$ cat config.mk
export PLATFORM = sky130hd
export DESIGN_NAME = fetch_unit
export DESIGN_NICKNAME = d
export VERILOG_FILES = /design/src/rtl/fetch_pkg.sv /design/src/rtl/fetch_fifo.sv /design/src/rtl/fetch_unit.sv
export SDC_FILE = /design/constraint.sdc
export NUM_CORES = 1
export LEC_CHECK = 0
export CAP_MARGIN = 5
export CORE_MARGIN = 4
export CORE_UTILIZATION = 42
export CTS_BUF_LIST = sky130_fd_sc_hd__clkbuf_16
export CTS_CLUSTER_DIAMETER = 60
export CTS_CLUSTER_SIZE = 8
export DETAILED_ROUTE_END_ITERATION = 6
export SETUP_SLACK_MARGIN = 0.3
export SLEW_MARGIN = 5
export SYNTH_ARGS = -nofsm -noshare
export SYNTH_HDL_FRONTEND = slang
export SYNTH_SLANG_ARGS = --single-unit
$ cat constraint.sdc
create_clock -name clk -period 3.2 [get_ports clk]
set_input_delay 0.48 -clock clk [delete_from_list [all_inputs] [get_ports clk]]
set_output_delay 0.48 -clock clk [all_outputs]
set_load 0.05 [all_outputs]
$ cat src/rtl/fetch_pkg.sv
// Fetch/decode shared definitions: RV32 opcode constants, the instruction
// buffer entry, and the opcode recognition helper used by the decode check.
package fetch_pkg;

    localparam logic [6:0] OPC_RTYPE  = 7'b0110011;
    localparam logic [6:0] OPC_LOAD   = 7'b0000011;
    localparam logic [6:0] OPC_STORE  = 7'b0100011;
    localparam logic [6:0] OPC_ITYPE  = 7'b0010011;
    localparam logic [6:0] OPC_BRANCH = 7'b1100011;

    typedef struct packed {
        logic [31:0] instr;
        logic [31:0] pc;
    } fetch_entry_t;

    function automatic logic opcode_known(input logic [6:0] opc);
        return (opc == OPC_RTYPE) || (opc == OPC_LOAD) || (opc == OPC_STORE) ||
               (opc == OPC_ITYPE) || (opc == OPC_BRANCH);
    endfunction

endpackage

$ cat src/rtl/fetch_fifo.sv
// Power-of-two circular buffer with synchronous flush; head is read
// combinationally so a pushed entry is visible the cycle after the push.
module fetch_fifo #(
    parameter int DEPTH = 4,
    parameter int WIDTH = 64
) (
    input  logic                   clk_i,
    input  logic                   rst_i,
    input  logic                   flush_i,
    input  logic                   push_i,
    input  logic [WIDTH-1:0]       data_i,
    input  logic                   pop_i,
    output logic [WIDTH-1:0]       data_o,
    output logic                   empty_o,
    output logic [$clog2(DEPTH):0] count_o
);
    localparam int AW = $clog2(DEPTH);
    localparam int CW = AW + 1;

    logic [WIDTH-1:0] mem_q [DEPTH];
    logic [AW-1:0]    wr_q, rd_q;
    logic [CW-1:0]    cnt_q;
    logic             do_push, do_pop;

    assign do_pop  = pop_i && (cnt_q != '0);
    assign do_push = push_i && ((cnt_q != CW'(DEPTH)) || do_pop);

    always_ff @(posedge clk_i) begin
        if (rst_i || flush_i) begin
            wr_q  <= '0;
            rd_q  <= '0;
            cnt_q <= '0;
        end else begin
            if (do_push) wr_q <= wr_q + AW'(1);
            if (do_pop)  rd_q <= rd_q + AW'(1);
            cnt_q <= cnt_q + CW'(do_push) - CW'(do_pop);
        end
    end

    always_ff @(posedge clk_i) begin
        if (do_push && !flush_i && !rst_i) mem_q[wr_q] <= data_i;
    end

    assign data_o  = mem_q[rd_q];
    assign empty_o = (cnt_q == '0);
    assign count_o = cnt_q;

endmodule

$ cat src/rtl/fetch_unit.sv
// Instruction fetch: PC, in-order imem request/response tracking, redirect
// squash and decode buffer. Define FETCH_ILLEGAL_CHECK_EN to flag unknown opcodes.
module fetch_unit
    import fetch_pkg::*;
#(
    parameter logic [31:0] RESET_PC   = 32'h0000_0000,
    parameter int          FIFO_DEPTH = 4
) (
    input  logic        clk,
    input  logic        reset,
    output logic        imem_req_valid,
    input  logic        imem_req_ready,
    output logic [31:0] imem_req_addr,
    input  logic        imem_rsp_valid,
    input  logic [31:0] imem_rsp_data,
    input  logic        redirect_valid,
    input  logic [31:0] redirect_pc,
    output logic        id_valid,
    input  logic        id_ready,
    output logic [31:0] id_instr,
    output logic [31:0] id_pc,
    output logic [6:0]  id_opcode,
    output logic        id_illegal
);
    localparam int CW = $clog2(FIFO_DEPTH) + 1;
    localparam logic [CW:0] DEPTH_W = (CW+1)'(FIFO_DEPTH);

    logic [31:0]   pc_q, pc_d;
    logic [CW-1:0] outst_q, outst_d, drop_q, drop_d;
    logic [CW-1:0] buf_cnt;
    logic          buf_empty, req_fire, rsp_keep, id_fire;
    logic [31:0]   rsp_pc;
    fetch_entry_t  push_entry, head;

    logic          unused_aq_empty, unused_rpc_bits;
    logic [CW-1:0] unused_aq_cnt;

    // In-flight requests plus buffered instructions never exceed the buffer,
    // so every response always has a slot waiting for it.
    assign imem_req_valid = !reset && !redirect_valid &&
                            (({1'b0, outst_q} + {1'b0, buf_cnt}) < DEPTH_W);
    assign imem_req_addr  = pc_q;
    assign req_fire       = imem_req_valid && imem_req_ready;
    assign rsp_keep       = imem_rsp_valid && !redirect_valid && (drop_q == '0);
    assign id_fire        = id_valid && id_ready;

    always_comb begin
        pc_d    = pc_q;
        drop_d  = drop_q;
        outst_d = outst_q + CW'(req_fire) - CW'(imem_rsp_valid);
        if (req_fire) pc_d = pc_q + 32'd4;
        if (redirect_valid) begin
            pc_d   = {redirect_pc[31:2], 2'b00};
            drop_d = outst_q - CW'(imem_rsp_valid);
        end else if (imem_rsp_valid && (drop_q != '0)) begin
            drop_d = drop_q - CW'(1);
        end
    end

    always_ff @(posedge clk) begin
        if (reset) begin
            pc_q    <= RESET_PC;
            outst_q <= '0;
            drop_q  <= '0;
        end else begin
            pc_q    <= pc_d;
            outst_q <= outst_d;
            drop_q  <= drop_d;
        end
    end

    // Request-order address queue: popped only by responses that survive,
    // emptied on redirect since every older response will be dropped.
    fetch_fifo #(.DEPTH(FIFO_DEPTH), .WIDTH(32)) u_addr_q (
        .clk_i   (clk),
        .rst_i   (reset),
        .flush_i (redirect_valid),
        .push_i  (req_fire),
        .data_i  (pc_q),
        .pop_i   (rsp_keep),
        .data_o  (rsp_pc),
        .empty_o (unused_aq_empty),
        .count_o (unused_aq_cnt)
    );

    assign push_entry = '{instr: imem_rsp_data, pc: rsp_pc};

    fetch_fifo #(.DEPTH(FIFO_DEPTH), .WIDTH($bits(fetch_entry_t))) u_ibuf (
        .clk_i   (clk),
        .rst_i   (reset),
        .flush_i (redirect_valid),
        .push_i  (rsp_keep),
        .data_i  (push_entry),
        .pop_i   (id_fire),
        .data_o  (head),
        .empty_o (buf_empty),
        .count_o (buf_cnt)
    );

    assign id_valid  = !buf_empty;
    assign id_instr  = id_valid ? head.instr : '0;
    assign id_pc     = id_valid ? head.pc    : '0;
    assign id_opcode = id_instr[6:0];

`ifdef FETCH_ILLEGAL_CHECK_EN
    assign id_illegal = id_valid && !opcode_known(id_opcode);
`else
    assign id_illegal = 1'b0;
`endif

    assign unused_rpc_bits = ^redirect_pc[1:0];

endmodule

==> results by group <==
Logic synthesis
  – #FFs+latches synth: 422
  – Synth top area cells: edfxtp_1 66%, mux4_2 12%, dfxtp_1 6.4%, and2_1 3.0%, ha_1 1.6%
  – Most common flop cell mapped by yosys: edfxtp_1
  – Syn Area/Cell: 18.03 µm²
  – Syn Std Cell Area: 16800 µm²
  – Post-synth top area cell: edfxtp_1
  – Post-Syn Instances: 932
  – YS warnings: 0
  – Synth top area share: 0.6578
  – Post-synthesis sequential area ratio: 0.7221
  – Number of synthesized flops with an enable pin: 368
  – Post-synth ARST share: 0
  – Yosys cell types: 55

Setup path
  – Largest stage delay, worst path: 520 ps
  – R2R Setup Slk: 550 ps
  – Worst path slowest cell: mux4_2
  – Critical Path RT: 2720 ps
  – Most used cell, CP: buf_12
  – FF-to-FF End: outst_q[2]
  – Max FO, Critical Path: 19
  – Worst-case reg-to-reg path depth: 10
  – Worst-path cell chain: buf_12, buf_12, mux4_2, and2_1, clkdlybuf4s15_2
  – Reg-to-Reg Start: outst_q[2]
  – WP data arrival: 2350 ps
  – Worst setup path endpoint: id_instr[2]
  – Nature of the critical path endpoint: output pin
  – Startpoint types: register
  – Worst setup path class: reg2out

Drt
  – Routed Antenna Nets: 0
  – # DRC: 0
  – Iter 0 DRT Violations: 449
  – Wire per inst: 20.80 µm
  – DR vias: 9024
  – Drt total wl: 35470 µm
  – Vias per cell: 5.293
  – Pre-Repair DR Iteration Count: 5

GRT
  – Met3 Usage GRT: 0.03046
  – Vias in the first global route: 9431
  – First-pass GRT wire length: 55460 µm
  – GRT Util Overall: 0.1623
  – Largest net degree at the start of global routing: 64
  – GR Overflow Total: 0
  – Met1 Resource Use GR: 0.2307
  – M2 GR Usage: 0.2590
  – Initial antenna violation count: 1
  – Global routing's busiest layer: met2

Finish
  – Commonest non-fill, non-tap cells in the layout: 368 x edfxtp_1, 97 x clkdlybuf4s50_1, 92 x mux4_2, 72 x and2_1, 60 x clkbuf_16
  – # nets final: 1249
  – Antenna cells: 0
  – Fill cell count: 3174
  – Reg area: 12140 µm²
  – Most common cell after layout, fill and taps aside: edfxtp_1
  – Layout cells sized above 1: 0.2500
  – Multi-input gate area: 4318 µm²
  – Post-Layout Cell Count: 1705
  – Area grow syn2layout: 25.76%

Clocking
  – CTS Hold Bufs: 0
  – Max clock buf depth: 3
  – Clock tree sinks: 422
  – CTS tree: done
  – Clock slew at reported path FFs: 50 ps
  – CTS H-tree lvls: 2
  – Root Driver: clkbuf_16
  – Clk_lat worst skew: 570 ps
  – TritonCTS Buffers: 59

Floorplanning
  – Row count: 73
  – CORE AREA: 39640 µm²
  – Starting Density: 0.4238
  – Die area: 43260 µm²
  – Top Ports: 176
  – Die height: 208 µm
  – Die W: 208 µm

Power
  – Pleak: 6.944 nW
  – Switching Fraction: 0.2358
  – Clk network pwr share: 0.414
  – Seq pwr share: 0.482
  – Int Power: 9.860 mW
  – Final Power: 12.90 mW
  – Peak VDD IR: 0.3796 mV
  – Net Sw Power: 3.042 mW
  – Combinational fraction of design power: 0.104
  – Power per Cell Area: 610.7 nW/µm²

Timing
  – Final worst-path cycle share: 0.8829
  – Rel. slew slack: 0.3226
  – Fin. Hold Viols: 0
  – Final setup vio count: 0
  – Slew @ Worst Pin: 1012 ps
  – Worst setup margin: 374.9 ps
  – Tmin final: 2825 ps
  – Skew final: 9.679 ps
  – RSZ-0062 raised after global routing: yes
  – Final Max Tran Viols: 0
  – Fin Setup TNS: 0 ps
  – Max Freq: 0.3540 GHz

Min path
  – Hold Path Depth: 3
  – Min-delay worst type: in2reg

Placement
  – PortBufs: 168
  – Hpwl dp: 22330 µm
  – Placed Cells: 1616
  – Placement-stage worst setup slack: 259.0 ps
  – Gpl congestion: 0.7721

Run status
  – Status: complete, no violations

Run
  – Max-cap violations: 0
## synthesized netlist by cell type (5+ instances only)
cell      count
dfxtp_1      54
a31oi_1      19
buf_4        12
xnor2_1      12
buf_2        10
and3_1        5
nand2_1      32
nor2_1       31
and2_1       80
edfxtp_1    368
inv_1        22
nand4_1       8
o21ai_0      14
ha_1         21
clkbuf_1     31
buf_1         5
nor3_1       10
mux4_2       92
xor2_1        5
a21oi_1      21
nand3_1      13
or4_1         7
## worst min path at each step
stage,from,endpoint,slack (ps)
2_1_floorplan,u_ibuf.rd_q[1],register,480
3_3_place_gp,u_addr_q.rd_q[1],register,510
3_5_place_dp,u_ibuf.rd_q[1],register,520
4_1_cts,redirect_pc[12],imem_req_addr[12],450
5_1_grt,redirect_pc[18],imem_req_addr[18],500
6_report,redirect_pc[12],imem_req_addr[12],490
## power by group through the flow
stage	Sequential (mW)	Clock [mW]	Combinational (mW)
global placement	6.32	0	1.37
finish	6.22	5.34	1.34
CTS	6.22	5.51	1.36
floorplan	6.37	0	0.802
global route	6.23	5.75	1.43
detailed placement	6.33	0	1.38
## layer usage
| layer | share of wire | up-vias |
|---|---|---|
| met4 | 0.024 | 0 |
| met2 | 0.47 | 270 |
| met1 | 0.45 | 4576 |
| met3 | 0.052 | 67 |
| met5 | 0 | - |
| li1 | - | 4111 |
## logic make-up after synthesis
family / after synthesis / synth area share
AOI/OAI and AO/OA: 82 / 0.03150
xor gates and xnor gates: 17 / 0.008863
buffers and inverters: 83 / 0.02242
DFF: 422 / 0.7221
and+or+nand+nor: 207 / 0.06979
muxes: 96 / 0.1259
other: 1 / 0.0002232
adders and majority gates: 24 / 0.01922
## per-stage QoR
stage | util | hold slack [ps] | area, µm²
final | 0.5330 | 490.2 | 21130
after global routing | 0.5330 | 501.1 | 21130
after CTS | 0.5335 | 449.8 | 21150
after detailed placement | 0.4912 | 522.4 | 19470
after global placement | 0.4912 | 506.9 | 19470
after floorplan | - | 484.7 | 16820
## critical path, delay by kind of cell (launching register included)
family | cells | cell delay [ps]
DFF | 1 | 370
buffers and inverters | 3 | 680
muxes | 1 | 520
and+or+nand+nor | 1 | 200
## final cells by class
| class | instances | area share |
|---|---|---|
| inverter | 24 | 0.004264 |
| sequential | 422 | 0.5745 |
| tap | 525 | 0.03109 |
| multi-input combinational | 431 | 0.2044 |
| clock inverter | 27 | 0.005981 |
| clock buffer | 59 | 0.06988 |
| timing repair buffer | 217 | 0.1099 |
## registers in the layout, summed over array words and instances (netlist names), named ones only
signal and count:
u_ibuf.mem_q 248, u_addr_q.mem_q 120, imem_req_addr 30, drop_q 3, outst_q 3, u_addr_q.count_o 3
u_ibuf.count_o 3, u_addr_q.rd_q 2, u_addr_q.wr_q 2, u_ibuf.rd_q 2, u_ibuf.wr_q 2
## repair_timing
| action | in CTS | in global routing |
|---|---|---|
| gates cloned | 0 | 1 |
| gates resized for setup | 188 | 28 |
| buffers inserted | 2 | 0 |
| setup endpoints to repair | 67 | 37 |
No activity file was read; power rests on OpenSTA's default activity.
